[src/rtl/butterfly_datapath.sv]
// Radix-2 butterfly datapath: Y = A + W*B, Z = A - W*B in signed fixed point,
// driven one register update per strobe from the sequencing FSM.
module butterfly_datapath #(
  parameter int DATA_W = 8
) (
  input  logic                  Clock,
  input  logic                  nReset,
  input  logic [2*DATA_W-1:0]   DataIn,
  input  logic                  clear,
  input  logic                  store_W,
  input  logic                  store_B,
  input  logic                  store_A,
  input  logic                  calc_ReWB,
  input  logic                  calc_ImY,
  input  logic                  calc_ImZ,
  input  logic                  calc_ReZ2,
  input  logic                  calc_ReZ,
  input  logic                  calc_ReY,
  input  logic                  display_ReY,
  input  logic                  display_ImY,
  input  logic                  display_ReZ,
  input  logic                  display_ImZ,
  output logic [DATA_W-1:0]     DispOut,
  output logic                  DispValid,
  output logic                  Overflow
);

  localparam int PW = 2*DATA_W + 2;
  localparam int IW = DATA_W + 1;
  localparam int SW = DATA_W + 2;
  localparam logic signed [PW-1:0] RND = PW'(2 ** (DATA_W-2));
  localparam logic signed [SW-1:0] MAXV = SW'(2 ** (DATA_W-1) - 1);
  localparam logic signed [SW-1:0] MINV = SW'(-(2 ** (DATA_W-1)));

  logic signed [DATA_W-1:0] inRe, inIm;
  logic signed [DATA_W-1:0] reW, imW, reB, imB, reA, imA;
  logic signed [DATA_W-1:0] reY, imY, reZ, imZ;
  logic signed [IW-1:0]     reWB, imWB;
  logic                     imzArmed;

  logic signed [PW-1:0]     reProd, imProd;
  logic signed [IW-1:0]     reWBNext, imWBNext;
  logic signed [SW-1:0]     reYSum, reZSum, imYSum, imZSum;

  function automatic logic clamps(input logic signed [SW-1:0] v);
    return (v > MAXV) || (v < MINV);
  endfunction

  function automatic logic signed [DATA_W-1:0] sat(
    input logic signed [SW-1:0] v
  );
    if (v > MAXV) return DATA_W'(MAXV);
    if (v < MINV) return DATA_W'(MINV);
    return DATA_W'(v);
  endfunction

  assign inRe = DataIn[2*DATA_W-1:DATA_W];
  assign inIm = DataIn[DATA_W-1:0];

  // Extra product headroom keeps the rounded sum exact before truncation to IW
  assign reProd = PW'(reW) * PW'(reB) - PW'(imW) * PW'(imB) + RND;
  assign imProd = PW'(reW) * PW'(imB) + PW'(imW) * PW'(reB) + RND;
  assign reWBNext = IW'(reProd >>> (DATA_W-1));
  assign imWBNext = IW'(imProd >>> (DATA_W-1));

  assign reYSum = SW'(reA) + SW'(reWB);
  assign reZSum = SW'(reA) - SW'(reWB);
  assign imYSum = SW'(imA) + SW'(imWB);
  assign imZSum = imzArmed ? SW'(imA) - SW'(imWB) : SW'(imA);

  always_ff @(posedge Clock or negedge nReset) begin
    if (!nReset) begin
      reW <= '0; imW <= '0;
      reB <= '0; imB <= '0;
      reA <= '0; imA <= '0;
      reWB <= '0; imWB <= '0;
      reY <= '0; imY <= '0;
      reZ <= '0; imZ <= '0;
      imzArmed <= 1'b0;
      DispOut <= '0;
      DispValid <= 1'b0;
      Overflow <= 1'b0;
    end else if (clear) begin
      reW <= '0; imW <= '0;
      reB <= '0; imB <= '0;
      reA <= '0; imA <= '0;
      reWB <= '0; imWB <= '0;
      reY <= '0; imY <= '0;
      reZ <= '0; imZ <= '0;
      imzArmed <= 1'b0;
      DispOut <= '0;
      DispValid <= 1'b0;
      Overflow <= 1'b0;
    end else begin
      priority case (1'b1)
        store_W: begin
          reW <= inRe; imW <= inIm;
        end
        store_B: begin
          reB <= inRe; imB <= inIm;
        end
        store_A: begin
          reA <= inRe; imA <= inIm;
        end
        calc_ReWB: reWB <= reWBNext;
        calc_ImY:  imWB <= imWBNext;
        calc_ImZ:  imzArmed <= 1'b1;
        calc_ReZ2: begin
          imY <= sat(imYSum);
          imZ <= sat(imZSum);
          imzArmed <= 1'b0;
          if (clamps(imYSum) || clamps(imZSum)) Overflow <= 1'b1;
        end
        calc_ReZ: begin
          reZ <= sat(reZSum);
          if (clamps(reZSum)) Overflow <= 1'b1;
        end
        calc_ReY: begin
          reY <= sat(reYSum);
          if (clamps(reYSum)) Overflow <= 1'b1;
        end
        display_ReY: begin
          DispOut <= reY; DispValid <= 1'b1;
        end
        display_ImY: begin
          DispOut <= imY; DispValid <= 1'b1;
        end
        display_ReZ: begin
          DispOut <= reZ; DispValid <= 1'b1;
        end
        display_ImZ: begin
          DispOut <= imZ; DispValid <= 1'b1;
        end
        default: ;
      endcase
    end
  end

endmodule
[config.mk]
export PLATFORM = sky130hd
export DESIGN_NAME = butterfly_datapath
export DESIGN_NICKNAME = d
export VERILOG_FILES = /design/src/rtl/butterfly_datapath.sv
export SDC_FILE = /design/constraint.sdc
export NUM_CORES = 1
export LEC_CHECK = 0
export CAP_MARGIN = 20
export CORE_AREA = 2 2 181 183
export CTS_CLUSTER_SIZE = 40
export DETAILED_ROUTE_END_ITERATION = 16
export DIE_AREA = 0 0 183 185
export PLACE_DENSITY = 0.72
export SLEW_MARGIN = 20
export SYNTH_ARGS = -nofsm -noshare
export SYNTH_HDL_FRONTEND = slang
export SYNTH_SLANG_ARGS = --single-unit
[constraint.sdc]
create_clock -name Clock -period 5.7 [get_ports Clock]
set_input_delay 1.425 -clock Clock [delete_from_list [all_inputs] [get_ports Clock]]
set_output_delay 1.425 -clock Clock [all_outputs]
set_load 0.01 [all_outputs]
Word level (Yosys, flattened, before mapping)
Cells that the tools add are included.
- multiplexer cells: 212
- order comparisons: 8
- add/subtract/negate cells: 8
- multiply operators: 4
- reductions and logical operators: 27
- equality and inequality tests: 11
- operator list (kind ; count):
    2-to-1 mux 8 bit ; 83
    2-to-1 mux 1 bit ; 117
    2-to-1 mux 9 bit ; 11
    multiplier 8 x 8 -> 16 bit ; 4
    greater-than comparator 10 x 8 -> 1 bit, second input constant ; 4
    < comparator 10 x 8 -> 1 bit, second input constant ; 4
    adder 16 x 8 -> 16 bit, second input constant ; 2
    adder 8 x 9 -> 10 bit ; 2
    AND reduction 10 bit ; 2
    subtractor 8 x 9 -> 10 bit ; 2
    inequality test 2 bit, second input constant ; 9
    adder 16 bit ; 1
    nonzero test 2 bit ; 8
    subtractor 16 bit ; 1
    2-to-1 mux 10 bit ; 1
    AND reduction 9 bit ; 1
    AND reduction 8 bit ; 1
    nonzero test 4 bit ; 2
    AND reduction 7 bit ; 1
    AND reduction 6 bit ; 1
    logical OR 1 bit ; 5
    AND reduction 5 bit ; 1
    nonzero test 5 bit ; 1
    inequality test 4 x 3 -> 1 bit, second input constant ; 1
    5 further kinds ; 5
- flip-flop bits (word level): 109
- input bits: 32
- word-level logic and storage cells: 286
- output and inout port bits: 10

Depth between registers and ports, before layout
Gate-level depths: netlist of run 1.
- word-level depth: 36
- mapped depth: 23
- depth with buffers taken out: 22

Worst setup path before layout of run 1
Ideal clock, no wire load.
- kind: register -> register
- from: register imW[7]
- to: register imWB[7]
- period minus slack after synthesis: 5627 ps
- setup slack: 73 ps
- cell stages (with the launch flop): 19
- required time: 5570 ps
- buffers on the path: 0
- arrival: 5497 ps
- cell sequence: dfrtp_1 > and2_1 > inv_1 > fa_1 > inv_1 > fa_1 > fa_1 > fa_1 > fa_1 > inv_1 > fa_1 > inv_1 > ha_1 > and3_1 > a221o_1 > a221o_1 > a21oi_1 > xor2_1 > o21ai_0
- longest elaborated chain between the ends: 9
- ends and longest elaborated chain (element ; RTL line ; RTL):
    from (decl) ; 36 ; logic signed [DATA_W-1:0] reW, imW, reB, imB, reA, imA;
    from (signal assigned) ; 97 ; reW <= inRe; imW <= inIm;
    multiplier 8 x 8 -> 16 bit ; 62 ; assign imProd = PW'(reW) * PW'(imB) + PW'(imW) * PW'(reB) + RND;
    adder 16 bit ; 62 ;
    adder 16 x 8 -> 16 bit ; 62 ;
    2-to-1 mux 9 bit (5 in a row) ; 95 ; priority case (1'b1)
    2-to-1 mux 9 bit ; 83 ; end else if (clear) begin
    to (signal assigned) ; 106 ; calc_ImY: imWB <= imWBNext;
    to (decl) ; 38 ; logic signed [IW-1:0] reWB, imWB;
Every way passes these cells. The select of a mux whose other input is x is not followed.
A chain may end at the register's enable or synchronous reset.

Worst setup path after layout of run 1
- from: register imB[1]
- to: register imWB[8]
- longest elaborated chain between the ends: 9
- ends and longest elaborated chain (element ; RTL line ; RTL):
    from (decl) ; 36 ;
    from (signal assigned) ; 100 ; reB <= inRe; imB <= inIm;
    multiplier 8 x 8 -> 16 bit ; 62 ;
    adder 16 bit ; 62 ;
    adder 16 x 8 -> 16 bit ; 62 ;
    2-to-1 mux 9 bit (5 in a row) ; 95 ;
    2-to-1 mux 9 bit ; 83 ;
Every way passes these cells. The select of a mux whose other input is x is not followed.

==> flow_metrics.py, run 1 <==
metrics = {
    "outcome": {
        "outcome": "finished, final reports clean",
    },
    "worst_setup_path": {
        "end_kind": "flip-flop",
        "cp_max_fo": 5,
        "worstPathRequired_ns": 5.94,
        "crit_start": "imB[1]",
        "critPathKind": "flip-flop to flip-flop",
        "r2r_setup_slack_ns": 0.05,
        "ff2ff_path_depth": 19,
        "cp.arrival_ns": 5.89,
        "cp-start-kind": "flip-flop",
        "r2r-start": "imB[1]",
    },
    "drt": {
        "viasPerCell": 5.396,
        "drt_iter0_drc": 857,
        "wl_um": 41320,
        "drtAntennaViolNets": 0,
        "routed-via-count": 12520,
        "first_pass_iters": 5,
        "wire_per_inst_um": 17.81,
        "drc_errors": 0,
    },
    "placed_design": {
        "port_buffers": 41,
        "hpwl_um": 33060,
        "place_congestion": 0.9060,
        "pre_cts_ws_ns": -0.1126,
    },
    "layout": {
        "regArea_mm2": 0.002756,
        "layout-drive-gt1-share_pct": 10.72,
        "multi_input_area_mm2": 0.01235,
        "nets": 2342,
        "final_util_pct": 57.66,
        "layout_commonest_cell": "inv_1",
        "syn2layout_area_growth_pct": 11.11,
        "fill_cells": 2780,
        "antenna_cells": 0,
        "final_cell_mix": "inv_1 (351), fa_1 (262), nand2_1 (216)",
    },
    "yosys": {
        "synth_compound_area_share_pct": 9.888,
        "synth_flop_cell": "dfrtp_1",
        "syn-num-nets": 2261,
        "synth_mux_area_share_pct": 1.926,
        "synth-adder-area-share_pct": 42.38,
        "yosysUniqueCellTypes": 80,
        "syn_area_per_cell_um2": 9.106,
        "seq_area_frac_synth_pct": 16.40,
        "synth_edf_count": 0,
        "synthSimpleGateAreaFrac_pct": 15.80,
        "ys.warnings.count": 0,
        "async_reset_ff_share_pct": 100.0,
        "ys_seq_elements": 109,
        "synth-xor-area-share_pct": 3.574,
        "synth_top_family_by_area": "adder cells",
        "synth_area_mm2": 0.01663,
        "synth_cells": 1826,
    },
    "clock_network": {
        "clk_path_buf_depth": 2,
        "cts_root_buffer": "clkbuf_16",
        "cts_buffers": 9,
        "path_clk_slew_ns": 0.08,
        "cts-htree-levels": 3,
        "clock-sinks": 109,
        "cts_tree": "done",
        "clock_latency_ns": 0.37,
    },
    "timing": {
        "clock_skew_ns": 0.009212,
        "setup_viol": 0,
        "worst_slew_pin_slew_ns": 0.9786,
        "fmax_mhz": 177.1,
        "fin_crit_sh_pct": 99.09,
        "holdWs_ns": 0.4754,
        "layout_setup_ws_ns": 0.05208,
        "rsz0062_at_grt": "yes",
        "period_needed_ns": 5.648,
        "timing.max_slew.rel_slack_pct": 34.76,
        "hold_viol_final": 0,
        "slew_viol_final": 0,
    },
    "floorplanning": {
        "io_pins": 42,
        "fp.dieArea_mm2": 0.03386,
        "start_util_pct": 51.89,
        "num_rows": 66,
        "die_x_um": 183,
        "core-area_mm2": 0.03204,
        "fp.dieH_um": 185,
    },
    "grt": {
        "grt_max_degree": 80,
        "grt_pass1_vias": 12970,
        "grt-ovfl-total": 0,
        "grt_pass1_wl_um": 66460,
        "grt.total_usage_pct": 25.20,
        "antenna_found_initial": 1,
    },
    "power": {
        "ir_drop_v": 0.0001718,
        "p_leak_nw": 9.080,
        "power.density_mw_per_mm2": 190.8,
    },
    "hold_path": {
        "hold_path.class": "flip-flop to flip-flop",
        "worstHoldPathCells": 2,
        "hold_start": "DispOut[4]",
    },
    "job": {
        "cap_violations": 0,
    },
}
## logic make-up (layout without fill, tap and decap cells)
group           after synthesis  count (layout)
buf+inv                     428             514
simple gates                545             545
fa+ha+maj                   403             403
mux                          32              32
compound gates              242             242
xor+xnor                     67              67
flops                       109             109
## per-stage QoR
stage | total power, mW | TNS [ns] | cells | instance area (um^2)
2_1_floorplan | 2.227 | 0 | 1826 | 16630
3_3_place_gp | 2.726 | -0.07719 | 2280 | 17810
3_5_place_dp | 2.770 | -0.5668 | 2280 | 17810
4_1_cts | 3.415 | 0 | 2296 | 18110
5_1_grt | 3.805 | -0.5413 | 2320 | 18470
6_report | 3.524 | 0 | 2320 | 18470
## power by group
group          leakage, nW  internal, mW  switching [mW]
clock                0.148         0.326           0.320
combinational         7.48         0.859            1.10
sequential            1.45         0.838          0.0812
## worst max-delay path, cell delays in order (launching register included)
cell	delay, ns
dfrtp_2	0.36
clkbuf_4	0.20
nand2_1	0.10
fa_1	0.51
fa_1	0.52
fa_1	0.52
inv_1	0.06
fa_1	0.53
fa_1	0.57
inv_2	0.04
fa_1	0.51
inv_2	0.05
ha_4	0.21
and3_4	0.16
a221o_1	0.38
a221o_1	0.40
nand3_1	0.09
nand2_1	0.06
xnor2_1	0.18
o21ai_1	0.07
## timing repair
action,4_1_cts,5_1_grt
hold buffers,0,0
hold endpoints to repair,0,0
resized for setup,8,54
pin swaps,0,23
setup buffers,0,23
cloned,0,1
setup endpoints to repair,13,13
## synth_stat cells (6+ instances only)
| master | count | area [um^2] |
|---|---|---|
| inv_1 | 357 | 1340 |
| fa_1 | 267 | 5345 |
| nand2_1 | 218 | 818.3 |
| and2_1 | 137 | 857.1 |
| ha_1 | 136 | 1702 |
| dfrtp_1 | 109 | 2728 |
| nor2_1 | 109 | 409.1 |
| a21oi_1 | 95 | 475.5 |
| clkbuf_1 | 51 | 191.4 |
| xnor2_1 | 49 | 429.2 |
| mux2i_1 | 32 | 320.3 |
| o21ai_0 | 31 | 155.2 |
| xor2_1 | 17 | 148.9 |
| nand2b_1 | 16 | 100.1 |
| nor3_1 | 14 | 70.07 |
| o21ai_1 | 13 | 65.06 |
| o31ai_1 | 13 | 97.59 |
| a22o_1 | 11 | 96.34 |
| nor2b_1 | 11 | 68.82 |
| a31oi_1 | 10 | 62.56 |
| buf_2 | 9 | 45.04 |
| o21a_1 | 8 | 60.06 |
| and3_1 | 7 | 43.79 |
| a21o_1 | 6 | 45.04 |
| nand3_1 | 6 | 30.03 |
## flip-flops by register name, summed over array words and instances (netlist names)
name	cells
imW	8
reWB	9
reB	8
DispValid	1
Overflow	1
imA	8
reZ	8
reA	8
DispOut	8
imWB	9
reY	8
imY	8
imB	8
imzArmed	1
reW	8
imZ	8
## worst paths after layout
kind | to
max in group asynchronous | imB[4]
max | imWB[8]
min in group asynchronous | imA[1]
min reg2reg | DispOut[4]
min | DispOut[4]
max reg2reg | imWB[8]
## cell type report
class	count	share of cell area, %
multi-input cells	1289	66.85
inverters	358	7.274
clock buffers	11	1.368
repair buffers	140	6.617
clock inverters	5	0.2100
flip-flops and latches	109	14.92
well taps	408	2.763
## metal layers
layer | vias up | routed length [um] | track usage (%)
met5 | - | 0 | 0
met4 | 0 | 1397 | 8.736
met3 | 82 | 2098 | 3.362
li1 | 5812 | - | -
met2 | 362 | 20440 | 43.24
met1 | 6263 | 17380 | 33.02
Power figures use the tool's default switching activity.
==> run 2: changes to the inputs <==
--- a/config.mk
+++ b/config.mk
@@ -5,11 +5,12 @@
 export SDC_FILE = /design/constraint.sdc
 export NUM_CORES = 1
 export LEC_CHECK = 0
+export ABC_AREA = 1
 export CAP_MARGIN = 20
-export CORE_AREA = 2 2 181 183
+export CORE_AREA = 2 2 183 185
 export CTS_CLUSTER_SIZE = 40
 export DETAILED_ROUTE_END_ITERATION = 16
-export DIE_AREA = 0 0 183 185
+export DIE_AREA = 0 0 185 187
 export PLACE_DENSITY = 0.72
 export SLEW_MARGIN = 20
 export SYNTH_ARGS = -nofsm -noshare
==> flow_metrics.py, run 2 <==
metrics = {
    "outcome": {
        "outcome": "finished, final reports clean",
    },
    "timing": {
        "clock_skew_ns": 0.01332,
        "hold_viol_final": 0,
        "finalSetupTns_ns": 0,
        "setup_viol": 0,
        "holdWs_ns": 0.5042,
        "fin_crit_sh_pct": 96.17,
        "rsz0062_at_grt": "yes",
        "worst_slew_pin_slew_ns": 0.9110,
        "slew_viol_final": 0,
        "timing.max_slew.rel_slack_pct": 39.27,
        "fmax_mhz": 182.4,
        "layout_setup_ws_ns": 0.2186,
        "period_needed_ns": 5.481,
    },
    "placed_design": {
        "post_dp_cell_area_mm2": 0.01823,
        "place_congestion": 0.9276,
        "pre_cts_ws_ns": 0.03947,
        "hpwl_um": 34840,
        "port_buffers": 41,
    },
    "floorplanning": {
        "start_util_pct": 51.80,
        "fp.dieArea_mm2": 0.03460,
        "die_x_um": 185,
        "core-area_mm2": 0.03286,
        "fp.dieH_um": 187,
        "num_rows": 67,
        "io_pins": 42,
    },
    "yosys": {
        "syn-num-nets": 2582,
        "seq_area_frac_synth_pct": 16.02,
        "synth_area_mm2": 0.01702,
        "synth_top_area_cell": "fa_1",
        "synth_flop_cell": "dfrtp_1",
        "yosysTopAreaCellShare_pct": 31.40,
        "ys_seq_elements": 109,
        "yosysMostFrequentCell": "inv_1",
        "ys.warnings.count": 0,
        "yosysUniqueCellTypes": 48,
        "synthTopCellsByCount": "inv_1 (602), nand2_1 (474), fa_1 (267), ha_1 (136), dfrtp_1 (109)",
        "synth_area_leaders": "fa_1 (31%), dfrtp_1 (16%), inv_1 (13%)",
        "synth_edf_count": 0,
        "synth_cells": 2147,
        "async_reset_ff_share_pct": 100.0,
        "syn_area_per_cell_um2": 7.929,
    },
    "drt": {
        "first_pass_iters": 5,
        "routed-via-count": 13600,
        "drc_errors": 0,
        "drt_iter0_drc": 1016,
        "viasPerCell": 5.131,
        "wire_per_inst_um": 16.07,
        "drtAntennaViolNets": 0,
        "wl_um": 42590,
    },
    "worst_setup_path": {
        "end_kind": "flip-flop",
        "worstPathRequired_ns": 5.97,
        "crit_start": "imW[7]",
        "cp-start-kind": "flip-flop",
        "critPathKind": "flip-flop to flip-flop",
        "cp.arrival_ns": 5.75,
        "cp_max_fo": 6,
        "r2r-start": "imW[7]",
    },
    "clock_network": {
        "clock_latency_ns": 0.37,
        "path_clk_slew_ns": 0.08,
        "cts_tree": "done",
        "clk_path_buf_depth": 2,
        "cts_buffers": 9,
        "cts_root_buffer": "clkbuf_16",
        "postCtsHoldBufs": 0,
        "cts-htree-levels": 3,
        "clock-sinks": 109,
    },
    "power": {
        "p_leak_nw": 10.71,
        "power.density_mw_per_mm2": 384.7,
        "ir_drop_v": 0.0004412,
        "total_power_mw": 7.219,
    },
    "grt": {
        "grt_pass1_wl_um": 70330,
        "grt-ovfl-total": 0,
        "grt.total_usage_pct": 26.00,
        "antenna_found_initial": 0,
        "grt_max_degree": 71,
        "grt_pass1_vias": 14110,
    },
    "layout": {
        "design_area_mm2": 0.01877,
        "antenna_cells": 0,
        "layout_commonest_cell": "inv_1",
        "syn2layout_area_growth_pct": 10.24,
        "top_regs": "imWB: 9 flops, reWB: 9 flops",
        "nets": 2634,
        "final_cell_mix": "inv_1 (599), nand2_1 (471), fa_1 (265)",
        "layout-drive-gt1-share_pct": 8.401,
    },
    "hold_path": {
        "hold_start": "imZ[6]",
        "hold_path.class": "flip-flop to flip-flop",
    },
    "job": {
        "cap_violations": 0,
    },
}
-- run 2: cell count changes in the layout (fill, tap and decap cells not counted), sizes merged, moves of 17 or more --
cell    before  now
a21oi       98   70
mux2         0   25
inv        361  606
mux2i       32    0
xnor2       49   20
o21ai       45   90
nand3        6   38
nand2b      18    0
and2       137    0
o31ai       17    0
nand2      218  477
-- run 2: kinds of logic (layout without fill, tap and decap cells) --
kind of cell	count (synthesis)	after routing	share of synthesized area [%]
muxes	25	25	1.654
AOI/OAI and AO/OA	226	226	7.739
xor gates and xnor gates	49	49	2.521
adders and majority gates	403	403	41.39
DFF	109	109	16.02
buffers and inverters	691	746	15.44
and+or+nand+nor	644	644	15.23
-- run 2: worst max-delay path, stage by stage, from the launching register on --
cell and delay (ns):
dfrtp_2 0.47, clkbuf_2 0.17, nand2_1 0.08, inv_1 0.07
fa_1 0.54, inv_2 0.09, fa_1 0.54, inv_1 0.10
fa_1 0.56, fa_1 0.43, fa_1 0.46, fa_1 0.55
inv_1 0.06, ha_1 0.33, nand2_1 0.11, inv_1 0.06
a221oi_2 0.24, a21boi_1 0.19, nand2_1 0.08, inv_1 0.06
nand2_1 0.05, nand3_1 0.06, nand2_1 0.05
-- run 2: timing repair --
action,4_1_cts,5_1_grt
gates resized for setup,0,54
buffers inserted,0,16
endpoints found under the setup margin,0,14
-- run 2: cell type report --
| class | count | area, um^2 |
|---|---|---|
| Fill cell | 2984 | 14090 |
| Multi-Input combinational cell | 1347 | 11780 |
| Sequential cell | 109 | 2749 |
| Inverter | 605 | 2271 |
| Timing Repair Buffer | 127 | 1124 |
| Tap cell | 448 | 560.5 |
| Clock buffer | 10 | 239.0 |
| Clock inverter | 4 | 48.80 |
-- run 2: worst paths after layout --
kind / to / slack [ns] / cells after the start
min in group asynchronous: imZ[7] / 1.18 / 1
max in group asynchronous: reB[0] / 3.38 / 2
worst min-delay path: imZ[6] / 0.50 / 2
worst min register to register: imZ[6] / 0.50 / 2
worst max register to register: reWB[8] / 0.22 / 22
worst max-delay path: reWB[8] / 0.22 / 22
-- run 2: per-stage QoR --
| step | util, % | cells |
|---|---|---|
| 2_1_floorplan | - | 2147 |
| 3_3_place_gp | 55.46 | 2620 |
| 3_5_place_dp | 55.46 | 2620 |
| 4_1_cts | 56.34 | 2634 |
| 5_1_grt | 57.11 | 2650 |
| 6_report | 57.11 | 2650 |
-- run 2: metal layers --
layer | GRT usage, % | wire length [um] | vias to the layer above | share of wire, %
met5 | 0 | 0 | - | 0
met4 | 9.585 | 1680 | 0 | 3.9
met3 | 4.420 | 3187 | 94 | 7.5
met2 | 42.83 | 20120 | 494 | 47
met1 | 34.52 | 17600 | 6589 | 41
li1 | - | - | 6420 | -
-- run 2: power breakdown --
part	switching [mW]	total [mW]	leakage [nW]	internal (mW)
registers	0.182	1.15	1.41	0.967
clock network	0.307	0.656	0.145	0.349
logic	3.22	5.41	9.16	2.19
==> run 3: changes to the inputs <==
--- a/config.mk
+++ b/config.mk
@@ -8,6 +8,7 @@
 export ABC_AREA = 1
 export CAP_MARGIN = 20
 export CORE_AREA = 2 2 183 185
+export CTS_BUF_LIST = sky130_fd_sc_hd__clkbuf_4 sky130_fd_sc_hd__clkbuf_8
 export CTS_CLUSTER_SIZE = 40
 export DETAILED_ROUTE_END_ITERATION = 16
 export DIE_AREA = 0 0 185 187
==> flow_metrics.py, run 3 (synthesis results as in run 2) <==
metrics = {
    "worst_setup_path": {
        "worstPathRequired_ns": 6.04,
        "cp_max_fo": 6,
        "ff2ff_path_depth": 18,
        "cp-start-kind": "flip-flop",
        "cp.arrival_ns": 5.85,
        "crit_end": "imWB[8]",
        "r2r_setup_slack_ns": 0.19,
        "reg2reg_to": "imWB[8]",
        "r2r-start": "imB[2]",
        "end_kind": "flip-flop",
        "critPathKind": "flip-flop to flip-flop",
        "crit_start": "imB[2]",
    },
    "drt": {
        "first_pass_iters": 6,
        "wire_per_inst_um": 15.98,
        "drc_errors": 0,
        "drtAntennaViolNets": 0,
        "wl_um": 42410,
        "routed-via-count": 13580,
        "viasPerCell": 5.118,
        "drt_iter0_drc": 977,
    },
    "timing": {
        "slew_viol_final": 0,
        "fmax_mhz": 181.5,
        "fin_crit_sh_pct": 96.64,
        "clock_skew_ns": 0.02177,
        "worst_slew_pin_slew_ns": 0.9255,
        "hold_viol_final": 0,
        "finalSetupTns_ns": 0,
        "setup_viol": 0,
        "timing.max_slew.rel_slack_pct": 37.83,
        "period_needed_ns": 5.508,
    },
    "layout": {
        "antenna_cells": 0,
        "layout-drive-gt1-share_pct": 8.435,
        "final_cell_mix": "inv_1 (599), nand2_1 (471), fa_1 (265)",
        "final_util_pct": 56.86,
        "multi_input_area_mm2": 0.01176,
        "regArea_mm2": 0.002749,
        "top_regs": "imWB: 9 flops, reWB: 9 flops",
        "nets": 2637,
        "syn2layout_area_growth_pct": 9.760,
        "layout_commonest_cell": "inv_1",
        "fill_cells": 3003,
    },
    "hold_path": {
        "worstHoldPathCells": 2,
        "hold_path.class": "flip-flop to flip-flop",
    },
    "power": {
        "ir_drop_v": 0.0004432,
        "total_power_mw": 7.065,
        "power.density_mw_per_mm2": 378.1,
        "p_leak_nw": 10.66,
    },
    "grt": {
        "grt-ovfl-total": 0,
        "grt.total_usage_pct": 25.92,
        "grt_pass1_wl_um": 70070,
        "grt_pass1_vias": 14100,
        "grt_max_degree": 71,
        "antenna_found_initial": 0,
    },
    "job": {
        "cap_violations": 0,
    },
    "floorplanning": {
        "core-area_mm2": 0.03286,
        "fp.dieH_um": 187,
        "fp.dieArea_mm2": 0.03460,
        "die_x_um": 185,
        "num_rows": 67,
        "start_util_pct": 51.80,
        "io_pins": 42,
    },
    "clock_network": {
        "cts-htree-levels": 3,
        "postCtsHoldBufs": 0,
        "clk_path_buf_depth": 2,
        "path_clk_slew_ns": 0.11,
        "cts_tree": "done",
        "clock_latency_ns": 0.41,
        "clock-sinks": 109,
        "cts_buffers": 9,
        "cts_root_buffer": "clkbuf_8",
    },
    "placed_design": {
        "hpwl_um": 34840,
        "place_congestion": 0.9276,
        "port_buffers": 41,
    },
    "outcome": {
        "outcome": "finished, final reports clean",
    },
}
==> run 3: worst max-delay path, stage by stage, from the launching register on <==
cell	delay (ns)
dfrtp_2	0.52
nand2_1	0.18
fa_1	0.52
buf_4	0.18
fa_1	0.61
fa_1	0.47
fa_1	0.59
fa_1	0.43
fa_1	0.50
inv_1	0.05
ha_1	0.34
nand2_1	0.12
inv_1	0.04
a221oi_1	0.33
a21boi_0	0.22
nand2_1	0.09
nand3_1	0.09
nand3_1	0.08
nand2_1	0.09
==> run 3: timing repair <==
item,CTS,global route
endpoints found under the setup margin,0,15
setup buffers,0,19
gates resized for setup,0,53
==> run 3: area by class of cell <==
type | instances | area share (%)
clock inverter | 4 | 0.2611
clock buffer | 10 | 0.7366
tap | 448 | 3.000
inverter | 605 | 12.15
timing repair buffer | 130 | 6.201
sequential | 109 | 14.71
multi-input combinational | 1347 | 62.94
==> run 3: through the flow <==
step	instance area, um^2	setup WS (ns)	hold WS, ns	instances
floorplan	17020	0.1320	0.4495	2147
global placement	18230	0.1267	0.4710	2620
detailed placement	18230	0.03947	0.4774	2620
CTS	18410	0.02655	0.5051	2634
global route	18690	-0.05983	0.5259	2653
finish	18690	0.1918	0.5054	2653
==> run 3: layer usage <==
| layer | share of wire [%] | track usage, % |
|---|---|---|
| met2 | 47 | 42.37 |
| met3 | 7.0 | 4.303 |
| met4 | 3.9 | 10.04 |
| met1 | 42 | 34.57 |
| met5 | 0 | 0 |
==> run 3: report_power, final <==
group          internal (mW)  total (mW)  switching, mW
clock network          0.211       0.502          0.290
registers              0.966        1.15          0.182
logic                   2.19        5.41           3.22
==> run 3: how the worst min path moves through the flow <==
stage,from,endpoint,slack [ns]
floorplan,imZ[6],imZ[6],0.45
global placement,imZ[6],imZ[6],0.47
detailed placement,imZ[6],imZ[6],0.48
CTS,imZ[6],imZ[6],0.51
global route,imZ[5],imZ[5],0.53
finish,imZ[6],imZ[6],0.51
